==> src/rtl/car_position_ctrl.sv <==
// Player car motion: per-frame velocity update with friction and saturation,
// position integration and screen-edge clamping for the sprite draw stage.
module car_position_ctrl #(
    parameter int H_RES     = 1024,
    parameter int V_RES     = 768,
    parameter int CAR_W     = 64,
    parameter int CAR_H     = 64,
    parameter int X_INIT    = 480,
    parameter int Y_INIT    = 600,
    parameter int MAX_SPEED = 8,
    parameter int ACCEL     = 1
) (
    input  logic               pclk,
    input  logic               rst,
    input  logic               vsync_in,
    input  logic               enable,
    input  logic               btn_left,
    input  logic               btn_right,
    input  logic               btn_up,
    input  logic               btn_down,
    output logic [10:0]        xpos,
    output logic [10:0]        ypos,
    output logic signed [4:0]  vx,
    output logic signed [4:0]  vy,
    output logic               bump
);

    localparam logic [10:0] X_LIM = 11'(H_RES - CAR_W);
    localparam logic [10:0] Y_LIM = 11'(V_RES - CAR_H);
    localparam logic signed [5:0] ACC  = 6'(ACCEL);
    localparam logic signed [5:0] VMAX = 6'(MAX_SPEED);

    typedef enum logic [1:0] {IDLE, VEL, POS} state_t;

    state_t state, state_nxt;

    logic [3:0]        btn_meta, btn_sync;
    logic              btn_l, btn_r, btn_u, btn_d;
    logic              vsync_q, tick;
    logic              vel_en, pos_en;
    logic signed [4:0] vx_nxt, vy_nxt;
    logic [10:0]       xpos_nxt, ypos_nxt;
    logic              x_hit, y_hit;

    function automatic logic signed [4:0] vel_step(
        input logic signed [4:0] v,
        input logic              inc,
        input logic              dec,
        input logic              en
    );
        logic signed [5:0] w;
        w = {v[4], v};
        if (!en)
            w = '0;
        else if (inc && !dec) begin
            w = w + ACC;
            if (w > VMAX) w = VMAX;
        end else if (dec && !inc) begin
            w = w - ACC;
            if (w < -VMAX) w = -VMAX;
        end else if (w > 6'sd0)
            w = w - 6'sd1;
        else if (w < 6'sd0)
            w = w + 6'sd1;
        return w[4:0];
    endfunction

    // Result is {clamped, new_pos}; sum is done in 13 bits so negatives never wrap.
    function automatic logic [11:0] pos_step(
        input logic [10:0]       p,
        input logic signed [4:0] v,
        input logic [10:0]       lim
    );
        logic signed [12:0] n;
        n = $signed({2'b00, p}) + $signed({{8{v[4]}}, v});
        if (n < 13'sd0)
            return {1'b1, 11'd0};
        else if (n > $signed({2'b00, lim}))
            return {1'b1, lim};
        else
            return {1'b0, n[10:0]};
    endfunction

    always_ff @(posedge pclk or negedge rst) begin
        if (!rst) begin
            btn_meta <= '0;
            btn_sync <= '0;
            vsync_q  <= 1'b0;
        end else begin
            btn_meta <= {btn_down, btn_up, btn_right, btn_left};
            btn_sync <= btn_meta;
            vsync_q  <= vsync_in;
        end
    end

    assign {btn_d, btn_u, btn_r, btn_l} = btn_sync;
    assign tick = vsync_in & ~vsync_q;

    always_ff @(posedge pclk or negedge rst) begin
        if (!rst) state <= IDLE;
        else      state <= state_nxt;
    end

    always_comb begin
        state_nxt = state;
        unique case (state)
            IDLE:    if (tick) state_nxt = VEL;
            VEL:     state_nxt = POS;
            POS:     state_nxt = IDLE;
            default: state_nxt = IDLE;
        endcase
    end

    always_comb begin
        vel_en = 1'b0;
        pos_en = 1'b0;
        unique case (state)
            VEL:     vel_en = 1'b1;
            POS:     pos_en = 1'b1;
            default: ;
        endcase
    end

    always_comb begin
        vx_nxt = vel_step(vx, btn_r, btn_l, enable);
        vy_nxt = vel_step(vy, btn_d, btn_u, enable);
        {x_hit, xpos_nxt} = pos_step(xpos, vx, X_LIM);
        {y_hit, ypos_nxt} = pos_step(ypos, vy, Y_LIM);
    end

    always_ff @(posedge pclk or negedge rst) begin
        if (!rst) begin
            xpos <= 11'(X_INIT);
            ypos <= 11'(Y_INIT);
            vx   <= '0;
            vy   <= '0;
            bump <= 1'b0;
        end else begin
            bump <= 1'b0;
            if (vel_en) begin
                vx <= vx_nxt;
                vy <= vy_nxt;
            end
            if (pos_en) begin
                xpos <= xpos_nxt;
                ypos <= ypos_nxt;
                if (x_hit) vx <= '0;
                if (y_hit) vy <= '0;
                bump <= x_hit | y_hit;
            end
        end
    end

endmodule

==> config.mk <==
export PLATFORM = sky130hd
export DESIGN_NAME = car_position_ctrl
export DESIGN_NICKNAME = d
export VERILOG_FILES = /design/src/rtl/car_position_ctrl.sv
export SDC_FILE = /design/constraint.sdc
export NUM_CORES = 1
export LEC_CHECK = 0
export CAP_MARGIN = 5
export CORE_ASPECT_RATIO = 1.5
export CORE_UTILIZATION = 45
export DETAILED_ROUTE_END_ITERATION = 8
export PLACE_DENSITY = 0.65
export SETUP_SLACK_MARGIN = 0.1
export SYNTH_ARGS = -nofsm -noshare
export SYNTH_HDL_FRONTEND = slang
export SYNTH_SLANG_ARGS = --single-unit
==> constraint.sdc <==
create_clock -name pclk -period 3.92 [get_ports pclk]
set_input_delay 0.588 -clock pclk [delete_from_list [all_inputs] [get_ports pclk]]
set_output_delay 0.588 -clock pclk [all_outputs]
set_load 0.03 [all_outputs]
==> results.json, run 1 <==
{
  "min_period_ps": 3268,
  "setup.worst_path.end_class": "flip-flop",
  "path_class": "reg2reg",
  "synthesis.instances": 438,
  "drc_errors": 0,
  "numCtsBuffers": 5,
  "groute.usage.overall_pct": 23.71,
  "clk_pin_slew_ps": 70,
  "required_time_of_the_critical_path_ps": 4100,
  "grt_max_degree": 45,
  "status": "complete, no violations",
  "synth-edff-count": 0,
  "post_synth_main_area_contributors": "sky130_fd_sc_hd__dfrtp_1 24%, sky130_fd_sc_hd__ha_1 11%, sky130_fd_sc_hd__dfstp_2 5.6%",
  "starting_density_of_the_core_pct": 46.67,
  "nNetsFinal": 514,
  "num_antenna_cells": 0,
  "maxCapViolCount": 0,
  "max-clock-path-buffers": 2,
  "startpoint_type_of_the_worst_setup_path": "flip-flop",
  "first_global_vias": 3462,
  "max_freq_mhz": 306.0,
  "grt_pass1_wl_um": 16390,
  "ant_nets_after_route": 0,
  "fraction_of_layout_cells_with_a_size_suffix_above_1_pct": 8.034,
  "ctsHoldBuffers": 0,
  "wl_per_cell_um": 16.95,
  "cts_tree": "built",
  "final_cell_mix": "39 x sky130_fd_sc_hd__clkdlybuf4s50_1, 38 x sky130_fd_sc_hd__nand2_1, 36 x sky130_fd_sc_hd__dfrtp_1, 32 x sky130_fd_sc_hd__ha_1, 29 x sky130_fd_sc_hd__o21ai_0",
  "worst_path_largest_cell_delay_ps": 580,
  "synthesis.yosys.warnings": 0,
  "yosys_register_bits": 44,
  "core-area_um2": 8008,
  "area_overhead_of_the_layout_relative_to_synthesis_pct": 17.84,
  "rsz0062_at_grt": "no",
  "critPathTopFamily": "compound AO/OA/AOI/OAI gates",
  "synth_top_area_share_pct": 24.10,
  "worst_path_most_repeated_cell": "sky130_fd_sc_hd__a211oi_1",
  "number_of_antenna_violations_at_the_first_check_in_global_routing": 0,
  "globalplace.congestion": 0.8613,
  "cp_cell_sequence": "ha_1 > inv_1 > fa_1 > nand2b_1 > a211oi_1 > a211oi_1 > xor2_1 > o31a_1 > o211a_1 > a32o_1",
  "report.final.setup_viol": 0,
  "timing.max_slew.rel_slack_pct": 33.90,
  "critPathSlowestCell": "sky130_fd_sc_hd__dfrtp_1",
  "hold_violations": 0,
  "detailedPlacementHpwl_um": 7316,
  "synth-main-ff-cell": "sky130_fd_sc_hd__dfrtp_1",
  "report.final.slew_viol_count": 0,
  "ys_types": 73,
  "critPathBufInv": 1,
  "synth_area_leader": "sky130_fd_sc_hd__dfrtp_1",
  "synth.avg_cell_area_um2": 8.533,
  "dr_total_vias": 3542,
  "critical_path_arrival_ps": 3440,
  "post-route-period-util_pct": 83.38,
  "ioPinCount": 41,
  "chipWidth_um": 76.41,
  "worstMarginPinSlew_ps": 991.5,
  "final.setup.tns_ps": 0,
  "drtPass1Iterations": 5,
  "postSynth.asyncResetShare_pct": 100.0,
  "drt_first_iter_violations": 113,
  "power_per_cell_area_nw_per_um2": 912.5,
  "ys_seq_area_share_pct": 29.73,
  "overflow": 0,
  "timing.hold.ws_ps": 342.3,
  "final_common_cell": "sky130_fd_sc_hd__clkdlybuf4s50_1",
  "port-buffer-count": 40,
  "cts_resized": 0,
  "leakage_uw": 0.001882,
  "syn-num-nets": 480,
  "cts.sinks": 44,
  "hp-class": "reg2reg",
  "routed_via_density": 6.128,
  "clkLatencyLatePin_ps": 290,
  "critical_path_peak_fanout": 13,
  "final.setup_skew_ps": 8.173,
  "htree_num_levels": 2,
  "syn_area_um2": 3737,
  "fillers": 745,
  "die_area_um2": 8681,
  "dieHeight_um": 113.6,
  "worst_ir_drop_vdd_mv": 0.5084,
  "root_buffer": "sky130_fd_sc_hd__clkbuf_16",
  "floorplan.rows": 40,
  "route.final.wire_length_um": 9799,
  "cts_post_setup_buffers_inserted": 0
}
-- stage by stage --
| step | power (µW) | instances | area (µm²) | util, % | setup WS (ps) |
|---|---|---|---|---|---|
| 5_1_grt | 4326 | 578 | 4404 | 55.00 | 350.4 |
| 2_1_floorplan | 2744 | 438 | 3737 | - | 934.7 |
| 3_5_place_dp | 3499 | 570 | 4233 | 52.86 | 721.4 |
| 3_3_place_gp | 3476 | 570 | 4233 | 52.86 | 784.6 |
| 4_1_cts | 4010 | 578 | 4404 | 55.00 | 694.5 |
| 6_report | 4019 | 578 | 4404 | 55.00 | 651.7 |
-- synthesized netlist by cell type, types with 8 or more instances --
cell                        n
sky130_fd_sc_hd__a21oi_1   26
sky130_fd_sc_hd__a22oi_1   12
sky130_fd_sc_hd__clkbuf_1  17
sky130_fd_sc_hd__dfrtp_1   36
sky130_fd_sc_hd__dfstp_2    8
sky130_fd_sc_hd__ha_1      32
sky130_fd_sc_hd__inv_1     21
sky130_fd_sc_hd__nand2_1   38
sky130_fd_sc_hd__nand2b_1  11
sky130_fd_sc_hd__nand3_1   13
sky130_fd_sc_hd__nor2_1    26
sky130_fd_sc_hd__nor3_1     9
sky130_fd_sc_hd__o211ai_1   8
sky130_fd_sc_hd__o21a_1     8
sky130_fd_sc_hd__o21ai_0   29
sky130_fd_sc_hd__xor2_1     9
-- where the power goes --
group          switching (µW)  total (µW)  internal (µW)
logic                    1600        2700           1110
clock network             198         501            303
registers                 198         815            617
total                    1990        4020           2030
-- final timing paths --
| kind | start | to | slack (ps) | depth (start not counted) |
|---|---|---|---|---|
| max | vy[0]$_DFF_PN0_ | ypos[5]$_DFFE_PN0P_ | 650 | 10 |
| min | btn_meta[3]$_DFF_PN0_ | btn_sync[3]$_DFF_PN0_ | 340 | 0 |
| max reg2reg | vy[0]$_DFF_PN0_ | ypos[5]$_DFFE_PN0P_ | 650 | 10 |
| min reg2reg | btn_meta[3]$_DFF_PN0_ | btn_sync[3]$_DFF_PN0_ | 340 | 0 |
| max in group asynchronous | rst | ypos[8]$_DFFE_PN0P_ | 2850 | 1 |
| min in group asynchronous | rst | btn_meta[0]$_DFF_PN0_ | 450 | 1 |
-- state kept, by name, indices dropped and copies added (netlist names) --
register,cells
xpos,11
ypos,11
vx,5
vy,5
btn_meta,4
btn_sync,4
state,2
bump,1
vsync_q,1
-- per-layer routing --
layer	track usage, %	up-vias	wire length, µm
met1	25.37	1682	3840
met4	12.69	0	391
met3	3.040	29	339
li1	-	1721	-
met5	0	-	0
met2	44.86	110	5228
-- kinds of logic after synthesis --
group / Yosys count / synth area share, %
xor+xnor: 16 / 3.750
fa+ha+maj: 34 / 11.78
simple gates: 147 / 20.79
buf+inv: 41 / 4.352
flops: 44 / 29.73
mux: 3 / 0.9707
compound gates: 153 / 28.62
-- worst reg2reg max path: stages (launching register included) --
cell and delay (ps):
sky130_fd_sc_hd__dfrtp_1 580, sky130_fd_sc_hd__ha_1 260, sky130_fd_sc_hd__inv_1 60, sky130_fd_sc_hd__fa_1 400
sky130_fd_sc_hd__nand2b_1 180, sky130_fd_sc_hd__a211oi_1 440, sky130_fd_sc_hd__a211oi_1 120, sky130_fd_sc_hd__xor2_1 180
sky130_fd_sc_hd__o31a_1 340, sky130_fd_sc_hd__o211a_1 300, sky130_fd_sc_hd__a32o_1 280
-- area by class of cell --
cell class                 instances  area (µm²)  share of cell area [%]
timing repair buffer              47       447.9                   10.17
clock inverter                     3       46.29                   1.051
clock buffer                       5       125.1                   2.841
tap                              105       131.4                   2.983
sequential                        44        1111                   25.23
multi-input combinational        353        2464                   55.94
inverter                          21       78.83                   1.790
Note: power is estimated with default switching activity, not from simulation.
==> run 2: changes to the inputs <==
==> constraint.sdc (replaced) <==
create_clock -name pclk -period 3.4 [get_ports pclk]
set_input_delay 0.51 -clock pclk [delete_from_list [all_inputs] [get_ports pclk]]
set_output_delay 0.51 -clock pclk [all_outputs]
set_load 0.03 [all_outputs]
==> run 2 against run 1 <==
Compared with the run above: clock power decreased by 7.6%; die area unchanged; fmax up 11%; setup slack lost 190 ps; global-route usage down 0.44 points; largest power group unchanged; clock skew is 1.6 ps lower; flip-flop and latch count is the same; cell count grew 0.52%.
==> results.json, run 2 (same netlist as run 1, synthesis figures left out) <==
{
  "groute.usage.overall_pct": 23.28,
  "clkLatencyLatePin_ps": 280,
  "rsz0062_at_grt": "no",
  "core-area_um2": 8008,
  "report.final.setup_viol": 0,
  "finalCoreUtilization_pct": 54.86,
  "drc_errors": 0,
  "switching_portion_of_total_power_pct": 49.77,
  "clock_power_share_pct": 10.2,
  "final.setup.tns_ps": 0,
  "drtPass1Iterations": 5,
  "hold_violations": 0,
  "report.final.slew_viol_count": 0,
  "critical_path_peak_fanout": 6,
  "worst_ir_drop_vdd_mv": 0.5210,
  "ioPinCount": 41,
  "timing.rr.end": "ypos[0]$_DFFE_PN0P_",
  "min_period_ps": 2935,
  "hp-class": "reg2reg",
  "area_overhead_of_the_layout_relative_to_synthesis_pct": 17.54,
  "die_area_um2": 8681,
  "groute.layer.met2.usage_pct": 44.20,
  "routed_via_density": 6.045,
  "worst-r2r-cell-count": 10,
  "fillers": 779,
  "drt_first_iter_violations": 198,
  "floorplan.rows": 40,
  "seq_power_share_pct": 19.6,
  "globalplace.congestion": 0.8385,
  "startpoint_type_of_the_worst_setup_path": "flip-flop",
  "grt_max_degree": 45,
  "max_freq_mhz": 340.7,
  "power.combinational.fraction_pct": 70.2,
  "num_antenna_cells": 0,
  "grt_pass1_wl_um": 16160,
  "ctsHoldBuffers": 0,
  "final_cell_mix": "39 x sky130_fd_sc_hd__clkdlybuf4s50_1, 38 x sky130_fd_sc_hd__nand2_1, 36 x sky130_fd_sc_hd__dfrtp_1, 32 x sky130_fd_sc_hd__ha_1, 29 x sky130_fd_sc_hd__o21ai_0",
  "cts_resized": 0,
  "first_global_vias": 3471,
  "leakage_uw": 0.001885,
  "regToRegSetupSlack_ps": 470,
  "area_taken_by_multi_input_logic_gates_um2": 2464,
  "largest_registers": "xpos: 11 flops, ypos: 11 flops",
  "htree_num_levels": 2,
  "wl_per_cell_um": 16.72,
  "worst_setup_path_startpoint": "ypos[0]$_DFFE_PN0P_",
  "finalWorstSetupSlack_ps": 465.3,
  "required_time_of_the_critical_path_ps": 3570,
  "fraction_of_layout_cells_with_a_size_suffix_above_1_pct": 8.193,
  "dr_total_vias": 3512,
  "status": "complete, no violations",
  "overflow": 0,
  "dpl_cell_area_um2": 4255,
  "ant_nets_after_route": 0,
  "cts_tree": "built",
  "seq_area_um2": 1111,
  "final_design_area_no_fill_um2": 4393,
  "maxCapViolCount": 0,
  "clk_pin_slew_ps": 60,
  "power_per_cell_area_nw_per_um2": 1033,
  "critical_path_arrival_ps": 3110,
  "route.final.wire_length_um": 9715,
  "worst_r2r_startpoint": "ypos[0]$_DFFE_PN0P_",
  "port-buffer-count": 40,
  "cells_on_worst_hold_path": 0,
  "starting_density_of_the_core_pct": 46.67,
  "power.internal_uw": 2279,
  "final_common_cell": "sky130_fd_sc_hd__clkdlybuf4s50_1",
  "number_of_antenna_violations_at_the_first_check_in_global_routing": 0,
  "net_load_switching_power_uw": 2258,
  "path_class": "reg2reg",
  "setup.worst_path.end_class": "flip-flop",
  "numCtsBuffers": 5,
  "root_buffer": "sky130_fd_sc_hd__clkbuf_16",
  "global_route.usage.met3_pct": 2.480,
  "dp_worst_setup_slack_ps": 464.0,
  "cts.sinks": 44,
  "max-clock-path-buffers": 2,
  "dieHeight_um": 113.6,
  "critPathCapture": "ypos[0]$_DFFE_PN0P_",
  "chipWidth_um": 76.41,
  "worstMarginPinSlew_ps": 983.2,
  "timing.max_slew.rel_slack_pct": 34.45,
  "nNetsFinal": 517,
  "post_layout_total_power_uw": 4536,
  "final.setup_skew_ps": 6.591,
  "post-route-period-util_pct": 86.32,
  "detailedPlacementHpwl_um": 7427,
  "cts_post_setup_buffers_inserted": 0,
  "use_met1_pct": 25.85,
  "globalRoute.busiestLayer": "met2"
}
-- run 2: changes by cell type in the layout (fill, tap and decap cells not counted), sizes merged --
cell | before | now
buf | 8 | 11
bufinv | 1 | 0
clkbuf | 5 | 7
clkinv | 0 | 1
clkinvlp | 1 | 0
inv | 22 | 21
-- run 2: layer usage --
metal	up-vias	routed length, µm
met4	0	214
met3	20	278
met5	-	0
li1	1731	-
met2	96	5243
met1	1665	3978
-- run 2: worst min-delay path by stage --
stage	start	endpoint
floorplan	rst	btn_meta[0]$_DFF_PN0_
global placement	btn_meta[3]$_DFF_PN0_	btn_sync[3]$_DFF_PN0_
detailed placement	btn_meta[1]$_DFF_PN0_	btn_sync[1]$_DFF_PN0_
CTS	btn_meta[1]$_DFF_PN0_	btn_sync[1]$_DFF_PN0_
global route	btn_meta[1]$_DFF_PN0_	btn_sync[1]$_DFF_PN0_
finish	btn_meta[1]$_DFF_PN0_	btn_sync[1]$_DFF_PN0_
-- run 2: power groups by stage --
stage / clock (µW) / combinational (µW) / sequential (µW)
2_1_floorplan: 0 / 1990 / 1180
3_3_place_gp: 0 / 3120 / 893
3_5_place_dp: 0 / 3160 / 901
4_1_cts: 478 / 3170 / 893
5_1_grt: 499 / 3500 / 914
6_report: 463 / 3180 / 890
-- run 2: metrics by stage --
| stage | cells | hold slack (ps) |
|---|---|---|
| 2_1_floorplan | 438 | 214.4 |
| 3_3_place_gp | 573 | 332.4 |
| 3_5_place_dp | 573 | 341.8 |
| 4_1_cts | 581 | 355.2 |
| 5_1_grt | 581 | 357.5 |
| 6_report | 581 | 352.0 |
-- run 2: cell type report --
cell class              count  share of cell area [%]
inverters                  21                   1.794
flip-flops and latches     44                   25.29
repair buffers             50                   10.71
multi-input cells         353                   56.08
clock buffers               7                   3.019
clock inverters             1                  0.1139
well taps                 105                   2.991
-- run 2: worst max-delay path: stages, from the launching register on --
cell                       delay [ps]
sky130_fd_sc_hd__dfrtp_1          370
sky130_fd_sc_hd__ha_1             190
sky130_fd_sc_hd__inv_1             60
sky130_fd_sc_hd__fa_1             390
sky130_fd_sc_hd__nand2b_1         180
sky130_fd_sc_hd__a211oi_1         400
sky130_fd_sc_hd__a211oi_1         120
sky130_fd_sc_hd__xor2_1           180
sky130_fd_sc_hd__o31a_1           340
sky130_fd_sc_hd__o211a_1          310
sky130_fd_sc_hd__a32o_1           280
==> run 3: changes to the inputs <==
--- a/config.mk
+++ b/config.mk
@@ -8,7 +8,9 @@
 export CAP_MARGIN = 5
 export CORE_ASPECT_RATIO = 1.5
 export CORE_UTILIZATION = 45
+export CTS_CLUSTER_SIZE = 8
 export DETAILED_ROUTE_END_ITERATION = 8
+export MAX_ROUTING_LAYER = met4
 export PLACE_DENSITY = 0.65
 export SETUP_SLACK_MARGIN = 0.1
 export SYNTH_ARGS = -nofsm -noshare
==> run 3 against run 2 <==
Compared with the run above: combinational power about the same; highest routed layer unchanged; clock-buffer cell count did not move; cell count fell by 0.17%; largest cell class unchanged; worst hold slack got worse by 2.9 ps; global-route usage rose by 0.32 points; fmax shrank 2.9%; register-to-register slack worse by 90 ps; largest power group unchanged; die area stayed put.
==> results.json, run 3 (same netlist as run 1, synthesis figures left out) <==
{
  "status": "complete, no violations",
  "cts_post_setup_buffers_inserted": 0,
  "groute.layer.met2.usage_pct": 42.82,
  "ctsHoldBuffers": 0,
  "report.final.setup_viol": 0,
  "chipWidth_um": 76.41,
  "number_of_antenna_violations_at_the_first_check_in_global_routing": 0,
  "post-route-period-util_pct": 88.87,
  "report.final.slew_viol_count": 0,
  "fraction_of_layout_cells_with_a_size_suffix_above_1_pct": 8.000,
  "hold_violations": 0,
  "floorplan.rows": 40,
  "clk_pin_slew_ps": 60,
  "power_per_cell_area_nw_per_um2": 1035,
  "fillers": 760,
  "rsz0062_at_grt": "no",
  "numCtsBuffers": 5,
  "cts_tree": "built",
  "groute.usage.overall_pct": 23.60,
  "drtPass1Iterations": 5,
  "largest_registers": "xpos: 11 flops, ypos: 11 flops",
  "cp_cell_sequence": "ha_1 > inv_1 > fa_1 > nand2b_1 > a211oi_1 > a211oi_1 > xor2_1 > o31a_1 > o211a_1 > a32o_1",
  "cts_resized": 0,
  "min_period_ps": 3022,
  "critPathTopFamily": "compound AO/OA/AOI/OAI gates",
  "critPathBufInv": 1,
  "seq_power_share_pct": 19.9,
  "final_common_cell": "sky130_fd_sc_hd__clkdlybuf4s50_1",
  "final.setup.tns_ps": 0,
  "dieHeight_um": 113.6,
  "switching_portion_of_total_power_pct": 49.93,
  "ant_nets_after_route": 0,
  "maxCapViolCount": 0,
  "port-buffer-count": 40,
  "use_met1_pct": 25.94,
  "global_route.usage.met3_pct": 2.480,
  "startpoint_type_of_the_worst_setup_path": "flip-flop",
  "area_overhead_of_the_layout_relative_to_synthesis_pct": 17.34,
  "placed_cells_incl_taps": 572,
  "required_time_of_the_critical_path_ps": 3570,
  "globalplace.congestion": 0.8697,
  "detailedPlacementHpwl_um": 7353,
  "core-area_um2": 8008,
  "path_class": "reg2reg",
  "final.setup_skew_ps": 7.620,
  "final_cell_mix": "39 x sky130_fd_sc_hd__clkdlybuf4s50_1, 38 x sky130_fd_sc_hd__nand2_1, 36 x sky130_fd_sc_hd__dfrtp_1, 32 x sky130_fd_sc_hd__ha_1, 29 x sky130_fd_sc_hd__o21ai_0",
  "critical_path_peak_fanout": 6,
  "post_layout_total_power_uw": 4539,
  "clkLatencyLatePin_ps": 290,
  "power.combinational.fraction_pct": 69.8,
  "critPathSlowestCell": "sky130_fd_sc_hd__a211oi_1",
  "starting_density_of_the_core_pct": 46.67,
  "setup.worst_path.end_class": "flip-flop",
  "final-instance-count-excl-fill": 580,
  "grt_max_degree": 45,
  "holdCritStartpoint": "btn_meta[0]$_DFF_PN0_",
  "dr_total_vias": 3559,
  "first_global_vias": 3448,
  "worst_setup_path_startpoint": "ypos[0]$_DFFE_PN0P_",
  "worst_ir_drop_vdd_mv": 0.4999,
  "worstMarginPinSlew_ps": 995.0,
  "ioPinCount": 41,
  "worst_path_most_repeated_cell": "sky130_fd_sc_hd__a211oi_1",
  "die_area_um2": 8681,
  "leakage_uw": 0.001880,
  "route.final.wire_length_um": 9614,
  "timing.hold.ws_ps": 349.2,
  "max_freq_mhz": 330.9,
  "root_buffer": "sky130_fd_sc_hd__clkbuf_16",
  "wl_per_cell_um": 16.58,
  "timing.max_slew.rel_slack_pct": 33.67,
  "overflow": 0,
  "cts.sinks": 44,
  "nNetsFinal": 516,
  "htree_num_levels": 2,
  "routed_via_density": 6.136,
  "clock_power_share_pct": 10.3,
  "drt_first_iter_violations": 182,
  "power.internal_uw": 2273,
  "finalCoreUtilization_pct": 54.77,
  "seq_area_um2": 1111,
  "grt_pass1_wl_um": 15950,
  "hp-class": "reg2reg",
  "worst_path_largest_cell_delay_ps": 450,
  "critical_path_arrival_ps": 3190,
  "worst_r2r_startpoint": "ypos[0]$_DFFE_PN0P_",
  "globalRoute.busiestLayer": "met2",
  "net_load_switching_power_uw": 2266,
  "drc_errors": 0,
  "num_antenna_cells": 0,
  "area_taken_by_multi_input_logic_gates_um2": 2464,
  "max-clock-path-buffers": 2
}
==> run 3: changes by cell type in the layout (fill, tap and decap cells not counted), sizes merged <==
cell,delta
buf,-1
==> run 3: final timing paths <==
| kind | end | slack [ps] | cells past startpoint |
|---|---|---|---|
| min in group asynchronous | btn_meta[3]$_DFF_PN0_ | 390 | 1 |
| setup reg to reg | ypos[5]$_DFFE_PN0P_ | 380 | 10 |
| hold reg to reg | btn_sync[0]$_DFF_PN0_ | 350 | 0 |
| setup / recovery | ypos[5]$_DFFE_PN0P_ | 380 | 10 |
| hold / removal | btn_sync[0]$_DFF_PN0_ | 350 | 0 |
| max in group asynchronous | xpos[3]$_DFFE_PN0P_ | 2390 | 1 |
==> run 3: power by group through the flow <==
| stage | clock network, µW | registers, µW | logic, µW |
|---|---|---|---|
| finish | 469 | 904 | 3170 |
| global route | 501 | 930 | 3460 |
| CTS | 476 | 904 | 3150 |
| detailed placement | 0 | 912 | 3130 |
| global placement | 0 | 907 | 3100 |
| floorplan | 0 | 1180 | 1990 |
==> run 3: through the flow <==
step | cell area (µm²) | worst slack (ps)
2_1_floorplan | 3737 | 414.7
3_3_place_gp | 4248 | 484.5
3_5_place_dp | 4248 | 445.2
4_1_cts | 4385 | 420.8
5_1_grt | 4385 | 194.3
6_report | 4385 | 378.3
==> run 3: layout make-up <==
| type | instances | area share, % |
|---|---|---|
| multi-input cells | 353 | 56.18 |
| flip-flops and latches | 44 | 25.34 |
| repair buffers | 49 | 10.56 |
| clock buffers | 7 | 3.024 |
| well taps | 105 | 2.996 |
| inverters | 21 | 1.797 |
| clock inverters | 1 | 0.1141 |
==> run 3: worst reg2reg max path: stages, from the launching register on <==
cell and delay, ps:
sky130_fd_sc_hd__dfrtp_1 380, sky130_fd_sc_hd__ha_1 200, sky130_fd_sc_hd__inv_1 60, sky130_fd_sc_hd__fa_1 380
sky130_fd_sc_hd__nand2b_1 180, sky130_fd_sc_hd__a211oi_1 450, sky130_fd_sc_hd__a211oi_1 130, sky130_fd_sc_hd__xor2_1 190
sky130_fd_sc_hd__o31a_1 350, sky130_fd_sc_hd__o211a_1 310, sky130_fd_sc_hd__a32o_1 280
==> run 3: layer usage <==
| metal | vias to the layer above | part of all wire (%) |
|---|---|---|
| li1 | 1719 | - |
| met1 | 1720 | 40 |
| met2 | 100 | 53 |
| met3 | 20 | 3.3 |
| met4 | 0 | 2.9 |
| met5 | - | 0 |
